<file path="config.mk">
export PLATFORM = sky130hd
export DESIGN_NAME = index_frame_reader
export DESIGN_NICKNAME = d
export VERILOG_FILES = /design/src/rtl/index_frame_reader.sv
export SDC_FILE = /design/constraint.sdc
export NUM_CORES = 1
export LEC_CHECK = 0
export ABC_AREA = 1
export CAP_MARGIN = 25
export CORE_ASPECT_RATIO = 0.6
export CORE_UTILIZATION = 45
export CTS_CLUSTER_DIAMETER = 40
export DETAILED_ROUTE_END_ITERATION = 16
export HOLD_SLACK_MARGIN = 0.15
export PLACE_DENSITY_LB_ADDON = 0.08
export SYNTH_ARGS = -nofsm -noshare
export SYNTH_HDL_FRONTEND = slang
export SYNTH_SLANG_ARGS = --single-unit
</file>
<file path="constraint.sdc">
create_clock -name clock -period 2.6 [get_ports clock]
set_input_delay 0.52 -clock clock [delete_from_list [all_inputs] [get_ports clock]]
set_output_delay 0.52 -clock clock [all_outputs]
set_load 0.05 [all_outputs]
</file>
<file path="src/rtl/index_frame_reader.sv">
// VGA scan-out for the colour-index framebuffer: h/v timing, sequential read addressing,
// and pixel/sync alignment. Optional BORDER_DEBUG_EN paints the outer active ring with index 7.
module index_frame_reader #(
  parameter int unsigned H_ACTIVE    = 640,
  parameter int unsigned H_FP        = 16,
  parameter int unsigned H_SYNC      = 96,
  parameter int unsigned H_BP        = 48,
  parameter int unsigned V_ACTIVE    = 480,
  parameter int unsigned V_FP        = 10,
  parameter int unsigned V_SYNC      = 2,
  parameter int unsigned V_BP        = 33,
  parameter int unsigned MEM_LATENCY = 2
) (
  input  logic        clock,
  input  logic        resetn,
  input  logic        pixel_en,
  output logic [18:0] mem_raddr,
  input  logic [2:0]  mem_rdata,
  output logic [2:0]  pixel_index,
  output logic        hsync,
  output logic        vsync,
  output logic        active,
  output logic        frame_start
);

  localparam int unsigned H_TOTAL = H_ACTIVE + H_FP + H_SYNC + H_BP;
  localparam int unsigned V_TOTAL = V_ACTIVE + V_FP + V_SYNC + V_BP;
  localparam int unsigned HW      = $clog2(H_TOTAL);
  localparam int unsigned VW      = $clog2(V_TOTAL);
  localparam int unsigned ML      = MEM_LATENCY;

  localparam logic [HW-1:0] H_LAST   = HW'(H_TOTAL - 1);
  localparam logic [HW-1:0] H_ACT_L  = HW'(H_ACTIVE);
  localparam logic [HW-1:0] H_ACT_M1 = HW'(H_ACTIVE - 1);
  localparam logic [HW-1:0] HS_BEG   = HW'(H_ACTIVE + H_FP);
  localparam logic [HW-1:0] HS_END   = HW'(H_ACTIVE + H_FP + H_SYNC - 1);
  localparam logic [VW-1:0] V_LAST   = VW'(V_TOTAL - 1);
  localparam logic [VW-1:0] V_ACT_L  = VW'(V_ACTIVE);
  localparam logic [VW-1:0] V_ACT_M1 = VW'(V_ACTIVE - 1);
  localparam logic [VW-1:0] VS_BEG   = VW'(V_ACTIVE + V_FP);
  localparam logic [VW-1:0] VS_END   = VW'(V_ACTIVE + V_FP + V_SYNC - 1);

  // Coordinates of the pixel issued on the next pixel_en tick.
  logic [HW-1:0] r_h;
  logic [VW-1:0] r_v;

  logic w_first;
  logic w_h_last;
  logic w_v_last;
  logic w_raw_act;
  logic w_raw_hs;
  logic w_raw_vs;
  logic [2:0] w_pix_next;

  // Stage 0 is aligned with mem_raddr; stage ML meets the returning read data.
  logic [ML:0] r_act_dly;
  logic [ML:0] r_hs_dly;
  logic [ML:0] r_vs_dly;

`ifdef BORDER_DEBUG_EN
  logic        w_raw_bdr;
  logic [ML:0] r_bdr_dly;
`endif

  always_comb begin
    w_first   = (r_h == '0) && (r_v == '0);
    w_h_last  = (r_h == H_LAST);
    w_v_last  = (r_v == V_LAST);
    w_raw_act = (r_h < H_ACT_L) && (r_v < V_ACT_L);
    w_raw_hs  = !((r_h >= HS_BEG) && (r_h <= HS_END));
    w_raw_vs  = !((r_v >= VS_BEG) && (r_v <= VS_END));
  end

`ifdef BORDER_DEBUG_EN
  always_comb begin
    w_raw_bdr = w_raw_act &&
                ((r_h == '0) || (r_h == H_ACT_M1) || (r_v == '0) || (r_v == V_ACT_M1));
  end
`endif

  always_ff @(posedge clock or negedge resetn) begin
    if (!resetn) begin
      r_h <= '0;
      r_v <= '0;
    end else if (pixel_en) begin
      if (w_h_last) begin
        r_h <= '0;
        r_v <= w_v_last ? '0 : r_v + VW'(1);
      end else begin
        r_h <= r_h + HW'(1);
      end
    end
  end

  // The address register doubles as the running counter: it restarts at (0,0),
  // steps on active pixels and parks on the last visible address through blanking.
  always_ff @(posedge clock or negedge resetn) begin
    if (!resetn) begin
      mem_raddr   <= '0;
      frame_start <= 1'b0;
    end else begin
      frame_start <= pixel_en && w_first;
      if (pixel_en) begin
        if (w_first) begin
          mem_raddr <= '0;
        end else if (w_raw_act) begin
          mem_raddr <= mem_raddr + 19'd1;
        end
      end
    end
  end

  always_ff @(posedge clock or negedge resetn) begin
    if (!resetn) begin
      r_act_dly <= '0;
      r_hs_dly  <= '1;
      r_vs_dly  <= '1;
    end else if (pixel_en) begin
      r_act_dly <= {r_act_dly[ML-1:0], w_raw_act};
      r_hs_dly  <= {r_hs_dly[ML-1:0], w_raw_hs};
      r_vs_dly  <= {r_vs_dly[ML-1:0], w_raw_vs};
    end
  end

`ifdef BORDER_DEBUG_EN
  always_ff @(posedge clock or negedge resetn) begin
    if (!resetn) begin
      r_bdr_dly <= '0;
    end else if (pixel_en) begin
      r_bdr_dly <= {r_bdr_dly[ML-1:0], w_raw_bdr};
    end
  end

  always_comb begin
    w_pix_next = 3'd0;
    if (r_act_dly[ML]) begin
      w_pix_next = r_bdr_dly[ML] ? 3'd7 : mem_rdata;
    end
  end
`else
  always_comb begin
    w_pix_next = 3'd0;
    if (r_act_dly[ML]) begin
      w_pix_next = mem_rdata;
    end
  end
`endif

  always_ff @(posedge clock or negedge resetn) begin
    if (!resetn) begin
      pixel_index <= '0;
      active      <= 1'b0;
      hsync       <= 1'b1;
      vsync       <= 1'b1;
    end else if (pixel_en) begin
      pixel_index <= w_pix_next;
      active      <= r_act_dly[ML];
      hsync       <= r_hs_dly[ML];
      vsync       <= r_vs_dly[ML];
    end
  end

endmodule

</file>
==> impl_metrics.tcl <==
set metrics [dict create \
    maxCapViolations 0 \
    synth-edff-count 0 \
    crit_buf_inv 1 \
    grt_pass1_vias 2530 \
    syn_area_per_cell_um2 7.33 \
    cp.arrival_ps 1680 \
    combPwrFrac_pct 27.2 \
    skew_ps 5.40 \
    track_usage_pct 23.0 \
    overflow 0 \
    routedWlPerCell_um 14.2 \
    cts_made_buffers 5 \
    rsz0062_at_grt "false" \
    cts_hold_buffers 0 \
    finalSetupTns_ps 0 \
    cts_root_buf "clkbuf_16" \
    final_nets 476 \
    finalCritPeriodShare_pct 84.5 \
    postSynthCellCount 434 \
    avgViaCountPerCell 5.26 \
    swShare_pct 36.1 \
    setup_viol 0 \
    crit_fanout 9 \
    io_buffers 31 \
    worst_pin_slew_ps 623 \
    synth_top_area_share_pct 37.0 \
    power_density_nw_per_um2 709 \
    io_pins 32 \
    synth.distinct_cells 31 \
    antenna_left 0 \
    reg2reg_depth 9 \
    crit_path_max_incr_delay_ps 860 \
    p_leak_nw 1.73 \
    antenna_found_initial 0 \
    crit_path_start_kind "flop" \
    htree_levels 2 \
    die_y_um 67.1 \
    placementRows 23 \
    fmax_mhz 455 \
    p_switching_mw 0.959 \
    syn-num-nets 445 \
    r2r_end "mem_raddr[17]$_DFFE_PN0P_" \
    rrSetupSlack_ps 630 \
    crit_slowest_cell "clkdlybuf4s50_1" \
    status "complete, no violations" \
    holdWs_ps 210 \
    hold_violations 0 \
    cts.sinks 55 \
    cts_tree "yes" \
    drc_errors 0 \
    crit_family "buffers and inverters" \
    drv_slew 0 \
    synth-main-ff-cell "dfrtp_1" \
    wirelength_mm 7.87 \
    die_area_um2 7420 \
    routed-via-count 2907 \
    p_seq_share_pct 42.9 \
    clockBufferDepth 2 \
    cp_cell_sequence "clkdlybuf4s50_1" \
    synth_top_area_cell "dfrtp_1" \
    start_util_pct 47.0 \
    synth.most_common_cell "nand2_1" \
    post-route-min-period_ps 2200 \
    netlist_top_cells_area "dfrtp_1 37%, nand2_1 17%, dfstp_2 6.6%, nor2_1 5.8%, nand3_1 5.7%" \
    ir_worst_vdd_uv 520 \
    diodes 0 \
    synthTopCellsByCount "142 x nand2_1, 49 x nor2_1, 47 x dfrtp_1, 39 x inv_1, 36 x nand3_1" \
    clock_power_share_pct 29.9 \
    yosys_warnings 0 \
    hp-class "primary input to asynchronous set/reset pin" \
    firstDrtPassIters 5 \
    final_layout_size_suffix_gt1_share_pct 10.7 \
    drt_iter0_markers 228 \
    insertion_delay_ps 290 \
    ys_seq_elements 55 \
    relSlewSlack_pct 58.4 \
    grt_pass1_wl_mm 13.3 \
    required_ps 2080 \
    grt_max_degree 56 \
    crit_type "flop to output pin" \
    cp-end-kind "output pin" \
    core-area_um2 6760 \
    ys_async_sr_fraction_pct 100 \
    intPower_mw 1.70 \
    place.gp.congestion 0.936 \
    cts.clk_slew.worst_paths_ps 70 \
    seq_area_frac_synth_pct 43.6 \
    synth_area_um2 3180 \
    hpwl_mm 5.76 \
    ctsResizeCount 0 \
    area_delta_synth_final_pct 17.8 \
    dieWidth_um 111 \
    cts_setup_buffers 0 \
    reg2reg_from "r_v[0]$_DFFE_PN0P_" \
]
-- per-stage QoR --
step           total power [mW]  utilization (%)  worst slack [ps]  area [µm²]  std cells
2_1_floorplan              1.63                -               704        3180        434
3_3_place_gp               1.86             52.8               597        3570        545
3_5_place_dp               1.87             52.8               550        3570        545
4_1_cts                    2.67             55.4               395        3750        553
5_1_grt                    2.80             55.4               359        3750        553
6_report                   2.66             55.4               402        3750        553
-- how the worst max path moves through the flow --
stage                     slack [ps]                startpoint                        end  cells after the start
after floorplan                  700  mem_raddr[0]$_DFFE_PN0P_  mem_raddr[16]$_DFFE_PN0P_                     10
after global placement           600                  pixel_en  mem_raddr[17]$_DFFE_PN0P_                      9
after detailed placement         550                  pixel_en         r_v[5]$_DFFE_PN0P_                      6
after CTS                        400  mem_raddr[0]$_DFFE_PN0P_               mem_raddr[0]                      1
after global routing             360  mem_raddr[0]$_DFFE_PN0P_               mem_raddr[0]                      1
final                            400  mem_raddr[0]$_DFFE_PN0P_               mem_raddr[0]                      1
-- area by class of cell --
cell class              count  area, µm²
clock buffers               6        139
clock inverters             2       35.0
fillers                   649       3020
inverters                  44        165
multi-input cells         323       1560
flip-flops and latches     55       1390
well taps                  87        109
repair buffers             36        355
-- flip-flops by register name (all words and copies together), names as in the netlist --
name	flops
r_v	10
pixel_index	3
r_act_dly	3
r_vs_dly	3
mem_raddr	19
r_h	10
active	1
frame_start	1
r_hs_dly	3
hsync	1
vsync	1
-- cells in the final DEF, fill, tap and decap left out, types with 2 or more instances in the layout --
cell / count
a21oi_1: 15
buf_4: 4
clkbuf_16: 5
clkdlybuf4s50_1: 30
dfrtp_1: 47
dfstp_2: 8
ha_1: 5
inv_1: 39
inv_2: 5
nand2_1: 142
nand2_2: 2
nand3_1: 36
nand3_2: 2
nand4_1: 12
nor2_1: 49
nor2_2: 9
nor2_4: 4
nor3_1: 8
nor3_2: 3
o21ai_0: 16
o21bai_1: 4
or2_2: 2
xnor2_1: 2
xor2_1: 6
-- routing by layer --
layer / GRT usage (%) / vias to the layer above / part of all wire [%] / wire length [µm]
met5: 0 / - / 0 / 0
met4: 5.00 / 0 / 0.56 / 44
met3: 5.75 / 5 / 8.1 / 637
met2: 29.8 / 100 / 37 / 2930
met1: 37.1 / 1360 / 54 / 4260
li1: - / 1442 / - / -
-- kinds of logic after synthesis --
family | count (synthesis) | share of synthesized area, %
buf+inv | 56 | 7.47
flops | 55 | 43.6
xor+xnor | 8 | 2.20
fa+ha+maj | 5 | 1.97
simple gates | 273 | 38.5
compound gates | 37 | 6.25
-- power groups by stage --
| stage | logic, mW | registers, mW | clock network, mW |
|---|---|---|---|
| after CTS | 0.723 | 1.14 | 0.810 |
| after global routing | 0.797 | 1.16 | 0.847 |
| final | 0.722 | 1.14 | 0.794 |
| after global placement | 0.711 | 1.15 | 0 |
| after detailed placement | 0.720 | 1.15 | 0 |
| after floorplan | 0.329 | 1.30 | 0 |
No activity file was read; power rests on OpenSTA's default activity.
